==> src/rtl/song_sequencer_pkg.sv <==
// Shared constants, state encoding and song numbers for the song sequencer.
package song_sequencer_pkg;

  localparam int unsigned DEF_SONG_LEN   = 26;
  localparam int unsigned DEF_ADDR_W     = 5;
  localparam int unsigned DEF_NOTE_W     = 4;
  localparam int unsigned DEF_DUR_W      = 26;
  localparam int unsigned DEF_GAP_CYCLES = 5000000;
  localparam int unsigned SONG_W         = 2;

  localparam logic [SONG_W-1:0] SONG_NONE = 2'd0;
  localparam logic [SONG_W-1:0] SONG_1    = 2'd1;
  localparam logic [SONG_W-1:0] SONG_2    = 2'd2;
  localparam logic [SONG_W-1:0] SONG_3    = 2'd3;

  localparam logic [2:0] ST_IDLE  = 3'd0;
  localparam logic [2:0] ST_FETCH = 3'd1;
  localparam logic [2:0] ST_WAIT  = 3'd2;
  localparam logic [2:0] ST_PLAY  = 3'd3;
  localparam logic [2:0] ST_GAP   = 3'd4;
  localparam logic [2:0] ST_DONE  = 3'd5;

  typedef enum logic [2:0] {
    S_IDLE  = ST_IDLE,
    S_FETCH = ST_FETCH,
    S_WAIT  = ST_WAIT,
    S_PLAY  = ST_PLAY,
    S_GAP   = ST_GAP,
    S_DONE  = ST_DONE
  } seq_state_t;

endpackage

==> src/rtl/song_sequencer_note_timer.sv <==
// Loadable down-counter; expire_o is high in the cycle the count reads 1.
module song_sequencer_note_timer
  import song_sequencer_pkg::*;
#(
  parameter int unsigned DUR_W = DEF_DUR_W
) (
  input  logic             clk,
  input  logic             rst,
  input  logic             load_i,
  input  logic [DUR_W-1:0] value_i,
  output logic             expire_o
);

  logic [DUR_W-1:0] count_q, count_d;

  always_comb begin
    count_d = count_q;
    if (load_i) begin
      count_d = value_i;
    end else if (count_q != '0) begin
      count_d = count_q - DUR_W'(1);
    end
  end

  // Expire is registered from the next count so it lines up with count_q == 1.
  always_ff @(posedge clk) begin
    if (rst) begin
      count_q  <= '0;
      expire_o <= 1'b0;
    end else begin
      count_q  <= count_d;
      expire_o <= (count_d == DUR_W'(1));
    end
  end

endmodule

==> src/rtl/song_sequencer.sv <==
// Walks one stored song note by note, holding each for its stored duration plus a silent gap.
// Build option: SONG_SEQ_LOOP_EN repeats the song forever, pulsing done once per pass.
module song_sequencer
  import song_sequencer_pkg::*;
#(
  parameter int unsigned SONG_LEN   = DEF_SONG_LEN,
  parameter int unsigned ADDR_W     = DEF_ADDR_W,
  parameter int unsigned NOTE_W     = DEF_NOTE_W,
  parameter int unsigned DUR_W      = DEF_DUR_W,
  parameter int unsigned GAP_CYCLES = DEF_GAP_CYCLES
) (
  input  logic              clk,
  input  logic              rst,
  input  logic              start_i,
  input  logic              stop_i,
  input  logic [SONG_W-1:0] song_sel_i,
  output logic              mem_isread_o,
  output logic [SONG_W-1:0] mem_songnum_o,
  output logic [ADDR_W-1:0] mem_location_o,
  input  logic [NOTE_W-1:0] mem_note_i,
  input  logic [DUR_W-1:0]  mem_duration_i,
  output logic [NOTE_W-1:0] note_out_o,
  output logic              note_valid_o,
  output logic              playing_o,
  output logic              done_o,
  output logic [ADDR_W-1:0] cur_index_o
);

  localparam logic [ADDR_W-1:0] LAST_IDX = ADDR_W'(SONG_LEN - 1);
  localparam logic [DUR_W-1:0]  GAP_LOAD = DUR_W'(GAP_CYCLES);
  localparam bit                GAP_EN   = (GAP_CYCLES != 0);

  seq_state_t        state_q, state_d;
  logic [ADDR_W-1:0] index_q, index_d;
  logic [SONG_W-1:0] song_q, song_d;
  logic [NOTE_W-1:0] note_q, note_d;
  logic              done_d;
  logic              advance;
  logic              tmr_load;
  logic [DUR_W-1:0]  tmr_load_val;
  logic              tmr_expire;

  song_sequencer_note_timer #(
    .DUR_W (DUR_W)
  ) u_timer (
    .clk      (clk),
    .rst      (rst),
    .load_i   (tmr_load),
    .value_i  (tmr_load_val),
    .expire_o (tmr_expire)
  );

  // Next-state logic; stop is applied last so it overrides every transition.
  always_comb begin
    state_d      = state_q;
    index_d      = index_q;
    song_d       = song_q;
    note_d       = note_q;
    done_d       = 1'b0;
    advance      = 1'b0;
    tmr_load     = 1'b0;
    tmr_load_val = mem_duration_i;

    case (state_q)
      S_IDLE: begin
        if (start_i && (song_sel_i != SONG_NONE)) begin
          song_d  = song_sel_i;
          index_d = '0;
          state_d = S_FETCH;
        end
      end
      S_FETCH: state_d = S_WAIT;
      S_WAIT: begin
        if (mem_duration_i == '0) begin
          advance = 1'b1;
        end else begin
          note_d   = mem_note_i;
          tmr_load = 1'b1;
          state_d  = S_PLAY;
        end
      end
      S_PLAY: begin
        if (tmr_expire) begin
          if (GAP_EN) begin
            tmr_load     = 1'b1;
            tmr_load_val = GAP_LOAD;
            state_d      = S_GAP;
          end else begin
            advance = 1'b1;
          end
        end
      end
      S_GAP: begin
        if (tmr_expire) begin
          advance = 1'b1;
        end
      end
      S_DONE: state_d = S_IDLE;
      default: state_d = S_IDLE;
    endcase

    if (advance) begin
      if (index_q == LAST_IDX) begin
`ifdef SONG_SEQ_LOOP_EN
        index_d = '0;
        state_d = S_FETCH;
        done_d  = 1'b1;
`else
        state_d = S_DONE;
        done_d  = 1'b1;
`endif
      end else begin
        index_d = index_q + ADDR_W'(1);
        state_d = S_FETCH;
      end
    end

    if (stop_i) begin
      state_d  = S_IDLE;
      done_d   = 1'b0;
      tmr_load = 1'b0;
    end
  end

  always_ff @(posedge clk) begin
    if (rst) begin
      state_q      <= S_IDLE;
      index_q      <= '0;
      song_q       <= '0;
      note_q       <= '0;
      mem_isread_o <= 1'b0;
      note_valid_o <= 1'b0;
      playing_o    <= 1'b0;
      done_o       <= 1'b0;
    end else begin
      state_q      <= state_d;
      index_q      <= index_d;
      song_q       <= song_d;
      note_q       <= note_d;
      mem_isread_o <= (state_d == S_FETCH) || (state_d == S_WAIT);
      note_valid_o <= (state_d == S_PLAY);
      playing_o    <= (state_d != S_IDLE) && (state_d != S_DONE);
      done_o       <= done_d;
    end
  end

  assign mem_songnum_o  = song_q;
  assign mem_location_o = index_q;
  assign cur_index_o    = index_q;
  assign note_out_o     = note_q;

endmodule

==> config.mk <==
export PLATFORM = sky130hd
export DESIGN_NAME = song_sequencer
export DESIGN_NICKNAME = d
export VERILOG_FILES = /design/src/rtl/song_sequencer_pkg.sv /design/src/rtl/song_sequencer_note_timer.sv /design/src/rtl/song_sequencer.sv
export SDC_FILE = /design/constraint.sdc
export NUM_CORES = 1
export LEC_CHECK = 0
export ABC_AREA = 1
export CAP_MARGIN = 20
export CORE_ASPECT_RATIO = 0.9
export CORE_UTILIZATION = 35
export DETAILED_ROUTE_END_ITERATION = 6
export PLACE_DENSITY = 0.64
export SLEW_MARGIN = 30
export SYNTH_ARGS = -nofsm -noshare
export SYNTH_HDL_FRONTEND = slang
export SYNTH_SLANG_ARGS = --single-unit
==> constraint.sdc <==
create_clock -name clk -period 1.8 [get_ports clk]
set_input_delay 0.45 -clock clk [delete_from_list [all_inputs] [get_ports clk]]
set_output_delay 0.45 -clock clk [all_outputs]
set_load 0.01 [all_outputs]
==> results of run 1 <==
## power by group through the flow
stage,Clock [mW],Combinational [mW],Sequential [mW]
after floorplan,0,2.47,1.34
final,0.813,6.46,1.48
after CTS,0.817,5.41,1.41
after detailed placement,0,4.61,1.37
after global placement,0,4.55,1.37
after global routing,0.847,6.97,1.50
## path summary, 6_finish.rpt
check,slack (ps),depth (start not counted),end,from
worst max-delay path,-90,12,u_timer.expire_o,u_timer.count_q[8]
worst min-delay path,460,2,mem_songnum_o[1],mem_songnum_o[1]
worst min register to register,460,2,mem_songnum_o[1],mem_songnum_o[1]
worst max register to register,-90,12,u_timer.expire_o,u_timer.count_q[8]
## timing repair
item	CTS	global route
buffers inserted	24	6
resized for setup	156	150
setup endpoints to repair	40	33
cloned	1	1
pin swaps	80	86
## cell usage after synthesis (2+ instances only)
master,count
sky130_fd_sc_hd__buf_6,5
sky130_fd_sc_hd__inv_2,2
sky130_fd_sc_hd__nor2_2,7
sky130_fd_sc_hd__or2_2,3
sky130_fd_sc_hd__nand2_2,5
sky130_fd_sc_hd__ha_1,3
sky130_fd_sc_hd__nand3b_1,3
sky130_fd_sc_hd__nand2_4,2
sky130_fd_sc_hd__nand3_1,28
sky130_fd_sc_hd__o211ai_1,2
sky130_fd_sc_hd__dfxtp_1,45
sky130_fd_sc_hd__nor4_1,2
sky130_fd_sc_hd__nand2_1,130
sky130_fd_sc_hd__nor2_1,109
sky130_fd_sc_hd__clkbuf_1,7
sky130_fd_sc_hd__xnor2_1,8
sky130_fd_sc_hd__inv_1,50
sky130_fd_sc_hd__a21oi_1,28
sky130_fd_sc_hd__nand4_1,16
sky130_fd_sc_hd__nor2_4,3
sky130_fd_sc_hd__a211oi_1,2
sky130_fd_sc_hd__buf_4,6
sky130_fd_sc_hd__clkinv_1,3
sky130_fd_sc_hd__xor2_1,4
sky130_fd_sc_hd__o21ai_1,6
sky130_fd_sc_hd__o21ai_0,13
## per-layer routing
layer | global-route usage, % | wire [um] | up-vias
met1 | 31.6 | 5070 | 1907
li1 | - | - | 1988
met2 | 43.2 | 6210 | 133
met4 | 10.5 | 448 | 0
met3 | 4.46 | 603 | 32
met5 | 0 | 0 | -
## flip-flops by register name, indices dropped and copies added, names as in the netlist
register,flops
u_timer.expire_o,1
state_q,3
u_timer.count_q,26
note_out_o,4
mem_isread_o,1
cur_index_o,5
mem_songnum_o,2
done_o,1
note_valid_o,1
playing_o,1
## stage by stage
step / total power, mW / area [sq um]
floorplan: 3.81 / 3110
global placement: 5.92 / 4610
detailed placement: 5.98 / 4610
CTS: 7.63 / 5250
global route: 9.32 / 5680
finish: 8.75 / 5680
## final cells by class
type	instances	area, sq um	area share (%)
multi-input combinational	386	2500	44.0
tap	119	149	2.62
timing repair buffer	205	1770	31.1
clock buffer	7	86.3	1.52
sequential	45	933	16.4
clock inverter	1	30.0	0.529
inverter	56	218	3.83
## worst max-delay path: stages (launching register included)
cell                      delay, ps
sky130_fd_sc_hd__dfxtp_2        360
sky130_fd_sc_hd__nor2_4         150
sky130_fd_sc_hd__nand2_2        100
sky130_fd_sc_hd__nor2_4         160
sky130_fd_sc_hd__nand4_1        130
sky130_fd_sc_hd__buf_6          160
sky130_fd_sc_hd__o21ai_0        220
sky130_fd_sc_hd__nand2_1        110
sky130_fd_sc_hd__o21ai_1        110
sky130_fd_sc_hd__nand2_1         80
sky130_fd_sc_hd__nor2_1          90
sky130_fd_sc_hd__nand3_1         80
sky130_fd_sc_hd__nor2_2         100
## cell families (layout without fill, tap and decap cells)
kind of cell | after synthesis | after routing | synth area share [%]
DFF | 45 | 45 | 29.1
AOI/OAI and AO/OA | 58 | 58 | 10.7
adders and majority gates | 3 | 3 | 1.21
and+or+nand+nor | 313 | 313 | 44.5
xor gates and xnor gates | 12 | 12 | 3.39
buffers and inverters | 75 | 269 | 11.1
==> results.txt, run 1 <==
The reported max-cap violation count came out at 0. 0 antenna diodes ended up in the layout. The largest buffer count on any clock path is 2. The part of the Yosys area used for sequential elements came out at between 20% and 30%. For the worst setup path, the data required time is approximately 2100 ps. The netlist uses 40 different library cells.

The area enclosed by the die boundary came out at 9240 sq um. The via count came out at around 4k. The relative slew slack is 72.7%. The floorplan has 32 rows. The setup path with the least slack is of type flip-flop to flip-flop. The final layout contains routed wiring with a total length of about 12000 um. The reported leakage power is between 2 and 3 nW.

The cell count after synthesis came out at a little over 500. After clock tree synthesis, the clock-pin slew on the worst setup and hold paths is approximately 90 ps. Entering global routing, the biggest net connects 27 pins. The power share of the clock group is a little under a tenth.

STA classifies the critical path startpoint as a flip-flop. The maximum clock skew at final layout is ~11 ps. The initial antenna violation count came to 0. The number of flops mapped to enable cells by yosys came out at 0. The area added between synthesis and finish is 83.2%.

The estimated wirelength of the detail-placed design came out at roughly 8600 um. The total of endpoints with negative setup slack in the final report came out at 4. For the finished layout, the period the worst path requires is 1890 ps. The initial core utilization came out at a little over a third.

Summed over all instances, the cell type with the most area after synthesis is sky130_fd_sc_hd__dfxtp_1. The worst-case vdd ir drop is about 610 uV. Ranked by total cell area, the synthesized netlist is headed by sky130_fd_sc_hd__dfxtp_1 (29%), sky130_fd_sc_hd__nand2_1 (16%), sky130_fd_sc_hd__nor2_1 (13%). The routed length per placed instance came out at about 15 um. The DRC violation count after routing is 0. The core box area is between 8000 and 9000 sq um. TritonCTS built the clock tree. The violation count after the first detailed-route iteration came out at between 200 and 250. The die outline width is roughly 100 um. Of the available clock period, the critical path in the final layout requires 105%. The first-pass iteration count of the detailed router is 5. The all-layer global routing usage came out at between 20% and 30%. The count of cells in the finished layout, fillers not included, comes to between 800 and 900.

The cell area that synthesis handed to floorplanning was 3100 sq um. The tree is rooted in a sky130_fd_sc_hd__clkbuf_8. The number of global-route vias before repair is slightly below 4k. The sum of negative setup slack came out at -186 ps. The number of inserted filler cells in the final layout came out at ~740. The total internal power is between 4 and 5 mW. When the netlist entered floorplanning its net count stood at about 550. The cell count after placement came out at about 780. The number of vias per cell after detailed routing came out at roughly 5.0. OpenSTA, run right after detailed placement, puts the worst setup slack at -673 ps. The switching power summed over all nets came out at between 3 and 4 mW. The post-detailed-route count of antenna-violating nets is 0.

The worst hold margin came out at approximately 460 ps. Dividing total power by cell area gives a power density of around 1500 nW/um^2. The switching portion of total power came out at 45.0%.

The checks that failed: negative setup slack. The proportion of synthesized flip-flops having asynchronous set or reset is 0%. Registers are responsible for about 17% of the overall power.

The run finished, with violations left. CTS built an H-tree with a depth of 2. The maximum fanout along the worst path came out at 4. The first-pass GRT wire length came out at roughly 19000 um. The min-delay analysis places its worst path in the category flip-flop to flip-flop.

The area fraction of the dominant cell type after synthesis came out at 29.1%. The final number of hold-violating endpoints came out at 0. The number of sinks handled by clock tree synthesis came out at 45. The floorplan die height came out at 91.3 um. The top cell types in the final layout, fill and taps aside, are sky130_fd_sc_hd__buf_4 (125), sky130_fd_sc_hd__nand2_1 (95), sky130_fd_sc_hd__nor2_1 (54). For this run, the top clock speed supported by timing is 0.528 GHz. The total global routing overflow is 0. At the later pin of the worst-skew pair, clock insertion delay measures 310 ps. For this design, the CTS-stage hold fixing added 0 buffers.

The number of buffers created by CTS is 5. The number of warnings reported in the yosys synthesis log came out at 0. The leading cell type in the layout, fill and taps excluded is sky130_fd_sc_hd__buf_4. Cells fill about two thirds of the core in the end. The share of post-route cells with drive strength above 1 is about 53%. The count of port buffers added during placement came out at 55. At the pin with the least slew margin, the transition time is 406 ps. Data arrives at the worst endpoint at approximately 2100 ps.

Setup repair after global routing could not meet its margin everywhere. The flop and latch count out of synthesis is 45. For this run, the post-layout net count is 738. After layout, the worst setup slack is -94.0 ps. The relative contribution of combinational cells to total power came out at ~74%. The count of pins over their slew limit is 0. The final weighted congestion of routability-driven global placement is about 0.95. The most instantiated flip-flop cell in the synthesis netlist is sky130_fd_sc_hd__dfxtp_1. The number of primary I/O pins came out at 56. The critical path endpoint category is a flip-flop. The average instance area after synthesis is 6.13 sq um.
(Power assumes the default switching activity.)
==> inputs of run 2 (changes only) <==
CORE_UTILIZATION = 40   (was 35)
CTS_CLUSTER_SIZE = 16   (was unset)
PLACE_DENSITY = 0.71   (was 0.64)
==> results.txt, run 2 (synthesis results as in run 1) <==
The worst-case vdd ir drop was 1040 uV (+71%). The routed length per placed instance came out at 18.5 um (+23%). The DRC violation count after routing came out at 31 (+31).

The final net count is 743 (+0.68%). The worst reg2reg path startpoint is state_q[0]. The number of sinks handled by clock tree synthesis is 45 (unchanged). The required time of the critical path came to 2060 ps (about the same). The clock transition at the registers of the reported paths is 110 ps (+20 ps).

The total global routing overflow is 0 (unchanged). The count of pins over their slew limit is 0 (unchanged). The critical path ends at u_timer.expire_o. The final number of hold-violating endpoints is 0 (unchanged). The floorplan die height was 85.5 um (-6.3%).

The estimated wirelength of the detail-placed design came to 8000 um (-7.2%). The initial antenna violation count came out at 0 (unchanged). The cell depth of the worst flop-to-flop path came out at 15 (+3). The count of hold buffers inserted by post-cts repair was 0 (unchanged). The violation count after the first detailed-route iteration came out at 639 (+210%). The relative contribution of combinational cells to total power came out at 73.7% (about the same).

Setup repair after global routing could not meet its margin everywhere. The sum of negative setup slack is -2030 ps (-1840 ps). The library cell contributing the largest single delay on the critical path is sky130_fd_sc_hd__dfxtp_1. The switching power summed over all nets came out at 3.99 mW (+1.2%).

The first-pass GRT wire length came out at 19300 um (+4.1%). Walking the worst path, the cells encountered are nand2_2 -> nor2_4 -> inv_2 -> nor2_8 -> inv_4 -> nand2_8 -> nand2_8 -> buf_8 -> nand2_2 -> nand2_1 -> nor2_1 -> nand2_1 -> nor2_1 -> nand2_1 -> nor2_2. The power share of the clock group came out at 9.0% (-0.3 points). The number of global-route vias before repair came to 3979 (+0.91%).

The reported leakage power came to 2.55 nW (-2.6%). The worst setup path is of the flip-flop to flip-flop kind. The share of post-route cells with drive strength above 1 came out at 51.5% (-1.1 points). The post-detailed-routing wire length came out at 14800 um (+20%). The critical path starts at state_q[0]. The count of port buffers added during placement is 55 (unchanged). The die outline width is 94.8 um (-6.3%). The delay of the slowest critical-path stage is 450 ps (+90 ps). The diode insertion count for antenna repair is 0 (unchanged). The switching portion of total power is 48.2% (+3.2 points). STA classifies the critical path endpoint as a flip-flop. The clock latency at the later pin of the worst-skew pair is 320 ps (about the same).

The most used cell along the critical path is sky130_fd_sc_hd__nand2_1. The via count came out at 4520 (+11%). The checks that failed: design-rule violations, negative setup slack. In this run the critical register-to-register path is captured at u_timer.expire_o.

The type of element launching the critical path is a flip-flop. The worst hold margin was 450 ps (-7.20 ps). The minimum setup slack in the final design is -601 ps (-507 ps). The startpoint identified for the worst hold timing path is mem_songnum_o[1]. The initial core utilization came out at 41.3% (+5.1 points). The post-detailed-route count of antenna-violating nets is 0 (unchanged). The worst hold path belongs to the class flip-flop to flip-flop. The power density over cell area came out at 1500 nW/um^2 (-2.4%). The final critical-path share of the clock period came out at 133% (+28 points). The flip-flop count of the largest register after layout is 26 (unchanged). The core box area is 7510 sq um (-12%).

The area enclosed by the die boundary came out at 8110 sq um (-12%). The relative slew slack is 76.3% (+3.6 points). In the layout the commonest cells are sky130_fd_sc_hd__buf_4 (131), sky130_fd_sc_hd__nand2_1 (97), sky130_fd_sc_hd__nor2_1 (69). The clock tree from TritonCTS is built. The all-layer global routing usage is 30.6% (+5.1 points). The number of vias per cell after detailed routing came out at 5.64 (+14%). The maximum frequency from static timing analysis is 0.417 GHz (-21%). The maximum fanout along the worst path is 8 (+4). Compared with the post-synthesis result, the final layout area differs by 77.4%.

The data arrival time of the critical path is 2660 ps (+520 ps). The first-pass iteration count of the detailed router came out at 7 (+2). The reported max-cap violation count is 0 (unchanged). The number of primary I/O pins is 56 (unchanged). The total internal power came to 4.29 mW (-11%). The run finished, with violations left. The H-tree level count came out at 2 (unchanged). The slew at the pin with the worst max-slew slack was 356 ps (-50.0 ps). The pin count of the biggest net entering global routing came out at 29 (+7.4%). The worst reg-to-reg setup slack came to -600 ps (-510 ps).

The total of endpoints with negative setup slack in the final report is 19 (+15). The maximum clock skew at final layout is 19.1 ps (+7.88 ps). The clock period minus worst slack is 2400 ps (+507 ps). The number of core rows is 30 (-6.3%). The largest buffer count on any clock path is 2 (unchanged). The root buffer cell is sky130_fd_sc_hd__clkbuf_8. More flip-flops sit in one register than any other, and that register is u_timer.count_q. The library cell used most frequently in the layout, excluding fill and tap cells, is sky130_fd_sc_hd__buf_4. The number of buffers created by CTS came out at 5 (unchanged). The part of the total power dissipated in sequential elements came out at 17.3% (+0.3 points).

The final weighted congestion of routability-driven global placement is 0.899 (-5.2%).
run 2: worst min-delay path by stage:
stage,endpoint,slack (ps),cells after the start
3_3_place_gp,mem_songnum_o[0],430,2
3_5_place_dp,mem_songnum_o[1],440,2
6_report,mem_songnum_o[1],450,2
4_1_cts,mem_songnum_o[1],450,2
5_1_grt,mem_songnum_o[1],480,2
2_1_floorplan,mem_songnum_o[0],470,2
run 2: timing repair:
item	in CTS	in global routing
pin swaps	52	70
cloned	2	0
buffers inserted	30	14
resized for setup	106	176
setup endpoints to repair	42	42
run 2: final cells by class:
| class | instances | area [sq um] |
|---|---|---|
| Clock buffer | 7 | 96.3 |
| Clock inverter | 1 | 5.00 |
| Fill cell | 483 | 2010 |
| Inverter | 56 | 226 |
| Multi-Input combinational cell | 388 | 2420 |
| Sequential cell | 45 | 918 |
| Tap cell | 96 | 120 |
| Timing Repair Buffer | 208 | 1720 |
run 2: through the flow:
step | power [mW] | area [sq um] | cells | setup WS [ps] | utilization, %
floorplan | 3.81 | 3110 | 506 | 20.3 | -
global placement | 5.62 | 4480 | 748 | -743 | 59.7
detailed placement | 5.67 | 4480 | 748 | -802 | 59.7
CTS | 6.85 | 5060 | 788 | -130 | 67.4
global route | 8.66 | 5500 | 801 | -629 | 73.3
finish | 8.27 | 5500 | 801 | -601 | 73.3
run 2: power groups by stage:
stage          Combinational (mW)  Sequential, mW  Clock, mW
2_1_floorplan                2.47            1.34          0
3_3_place_gp                 4.25            1.37          0
3_5_place_dp                 4.30            1.37          0
4_1_cts                      4.77            1.37      0.715
5_1_grt                      6.44            1.44      0.781
6_report                     6.10            1.43      0.747
run 2: routing by layer:
metal	up-vias	global-route usage (%)	wire length, um
li1	2005	-	-
met4	0	10.7	1000
met1	2031	39.6	5640
met2	376	49.6	6530
met3	108	7.18	1610
met5	-	0	0
run 2: critical path, delay by kind of cell (launching register included):
kind / cells / cell delay, ps
AND/OR/NAND/NOR: 12 / 1590
flip-flops: 1 / 450
buffers and inverters: 3 / 300
==> inputs of run 3 (changes only) <==
PLACE_DENSITY = 0.69   (was 0.71)
clock period = 2.8 ns   (was 1.8 ns; I/O delays follow)
==> results.txt, run 3 (synthesis results as in run 1) <==
The share of post-route cells with drive strength above 1 came out at 7.90% (-44 points). The slew at the pin with the worst max-slew slack came out at 439 ps (+83.4 ps). The final design instance area without fill was 3780 sq um (-31%). The flow ran to the end, and the final reports show no timing, DRC or antenna violations. The number of inserted filler cells in the final layout came out at 784 (+62%). The final critical-path share of the clock period is roughly 90%. The total global routing overflow is 0 (unchanged). The maximum fanout along the worst path was 34 (+26). The critical path is of the input pin to flip-flop type. The final number of hold-violating endpoints came out at 0 (unchanged). The delay of the slowest critical-path stage is 420 ps (-30 ps). The first-pass iteration count of the detailed router is 5 (-2).

The violation count after the first detailed-route iteration is 289 (-55%). The count of port buffers added during placement came out at 55 (unchanged). The final net count came out at 596 (-20%). The number of primary I/O pins was 56 (unchanged). The area added between synthesis and finish is 22.1%. The post-detailed-route count of antenna-violating nets came out at 0 (unchanged).

The estimated wirelength of the detail-placed design is 7190 um (-10%). The first-pass GRT wire length is 14700 um (-24%). The flip-flop count of the largest register after layout came to 26 (unchanged). The area enclosed by the die boundary came to 8110 sq um (unchanged). The reported max-cap violation count is 0 (unchanged).

The initial antenna violation count came out at 0 (unchanged). The sequential cell area in the final layout came out at 901 sq um (-1.9%). Subtracting the final worst setup slack from the clock period gives around 2500 ps.

STA classifies the critical path endpoint as a flip-flop. The most used cell along the critical path is sky130_fd_sc_hd__nand2_1. The via count came out at 3296 (-27%). The number of core rows is 30 (unchanged). The total cell area at the placement stage is 3700 sq um (-18%). The post-detailed-routing wire length is 8870 um (-40%). The reported leakage power came to 1.66 nW (-35%). The count of pins over their slew limit is 0 (unchanged).

The required time of the critical path is 3040 ps (+980 ps). Setup repair after global routing left no endpoint under its margin. The number of global-route vias before repair came out at 3030 (-24%).

The DRC violation count after routing came out at 0 (-100%). The final weighted congestion of routability-driven global placement is 0.926 (+3.0%). TritonCTS built the clock tree.

The total of endpoints with negative setup slack in the final report is 0 (-19). The library cell used most frequently in the layout, excluding fill and tap cells, is sky130_fd_sc_hd__nand2_1. The initial core utilization came out at 41.3% (unchanged). The routed length per placed instance came to 13.6 um (-26%). The tree is rooted in a sky130_fd_sc_hd__clkbuf_8.

The number of vias per cell after detailed routing is 5.05 (-11%). The diode insertion count for antenna repair is 0 (unchanged). The buffer count from post-CTS setup fixing came out at 0 (-100%).

The relative slew slack is 70.4% (-5.9 points). The pin count of the biggest net entering global routing is 35 (+21%). The worst-case vdd ir drop is 366 uV (-65%). The floorplan die height came to 85.5 um (unchanged). The maximum clock skew at final layout came out at 4.03 ps (-15.1 ps). The die outline width is 94.8 um (unchanged). Ranked by flip-flop count, first place goes to u_timer.count_q.

The multi-input logic area is 1850 sq um (-23%). The number of buffers created by CTS is 5 (unchanged). The count of hold buffers inserted by post-cts repair came out at 0 (unchanged). The critical path goes through clkdlybuf4s50_1 -> inv_1 -> nand2_1 -> nor2_1 -> nand2_1 -> nor2_1 -> nand2_1 -> nand2_2 -> nand2_4 -> nand2_4 -> nand2_1 -> o21ai_1 -> nand2_1 -> nor2_1 -> nand3_1 -> nor2_2. The type of element launching the critical path is an input pin. The sum of negative setup slack came out at 0 ps (+2030 ps). The largest buffer count on any clock path is 2 (unchanged). The clock transition at the registers of the reported paths is 80 ps (-30 ps). The maximum frequency from static timing analysis is about 0.40 GHz. The core box area is 7510 sq um (unchanged). The library cell contributing the largest single delay on the critical path is sky130_fd_sc_hd__clkdlybuf4s50_1.

The data arrival time of the critical path is 2760 ps (+100 ps). The number of gates given a new drive strength after cts was 0 (-100%). The H-tree level count is 2 (unchanged). The clock latency at the later pin of the worst-skew pair came out at 300 ps (-20 ps).

The power density over cell area came out at 891 nW/um^2 (-41%). In the layout the commonest cells are sky130_fd_sc_hd__nand2_1 (130), sky130_fd_sc_hd__nor2_1 (109), sky130_fd_sc_hd__clkdlybuf4s50_1 (55). The all-layer global routing usage came out at 23.4% (-7.2 points). The number of sinks handled by clock tree synthesis came out at 45 (unchanged). The worst min-delay path class is flip-flop to flip-flop.
run 3: path summary, 6_finish.rpt:
check	slack [ps]	cells after the start	start	end
worst max-delay path	280	16	mem_duration_i[12]	u_timer.expire_o
worst min-delay path	450	2	mem_songnum_o[1]	mem_songnum_o[1]
worst max register to register	470	12	u_timer.count_q[0]	u_timer.expire_o
worst min register to register	450	2	mem_songnum_o[1]	mem_songnum_o[1]
run 3: layout make-up:
cell class | instances | share of cell area, %
clock buffers | 7 | 2.28
inverters | 56 | 5.62
multi-input cells | 386 | 49.0
flip-flops and latches | 45 | 23.8
well taps | 96 | 3.17
repair buffers | 63 | 16.1
run 3: stage by stage:
stage,hold WS [ps],total power [mW],instances,util (%),setup slack [ps]
after floorplan,468,2.44,506,-,787
after global placement,435,2.94,646,49.3,13.2
after detailed placement,442,2.93,646,49.3,-35.7
after CTS,454,3.36,653,50.4,279
after global routing,465,3.69,653,50.4,41.2
final,446,3.37,653,50.4,281
run 3: critical path, delay by kind of cell:
family / cells / cell delay, ps
buffers and inverters: 2 / 490
AND/OR/NAND/NOR: 13 / 1410
AO/OA/AOI/OAI: 1 / 140
run 3: layer usage:
metal | up-vias | share of wire (%) | wire [um] | GRT usage, %
met3 | 12 | 7.5 | 665 | 5.85
li1 | 1709 | - | - | -
met5 | - | 0 | 0 | 0
met1 | 1464 | 50 | 4430 | 34.5
met2 | 111 | 41 | 3630 | 33.6
met4 | 0 | 1.6 | 138 | 6.47
run 3: power by group:
| part | switching, mW | total (mW) | internal (mW) |
|---|---|---|---|
| Sequential | 0.127 | 0.892 | 0.765 |
| Clock | 0.218 | 0.414 | 0.196 |
| Combinational | 1.32 | 2.07 | 0.746 |
| Total | 1.67 | 3.37 | 1.71 |
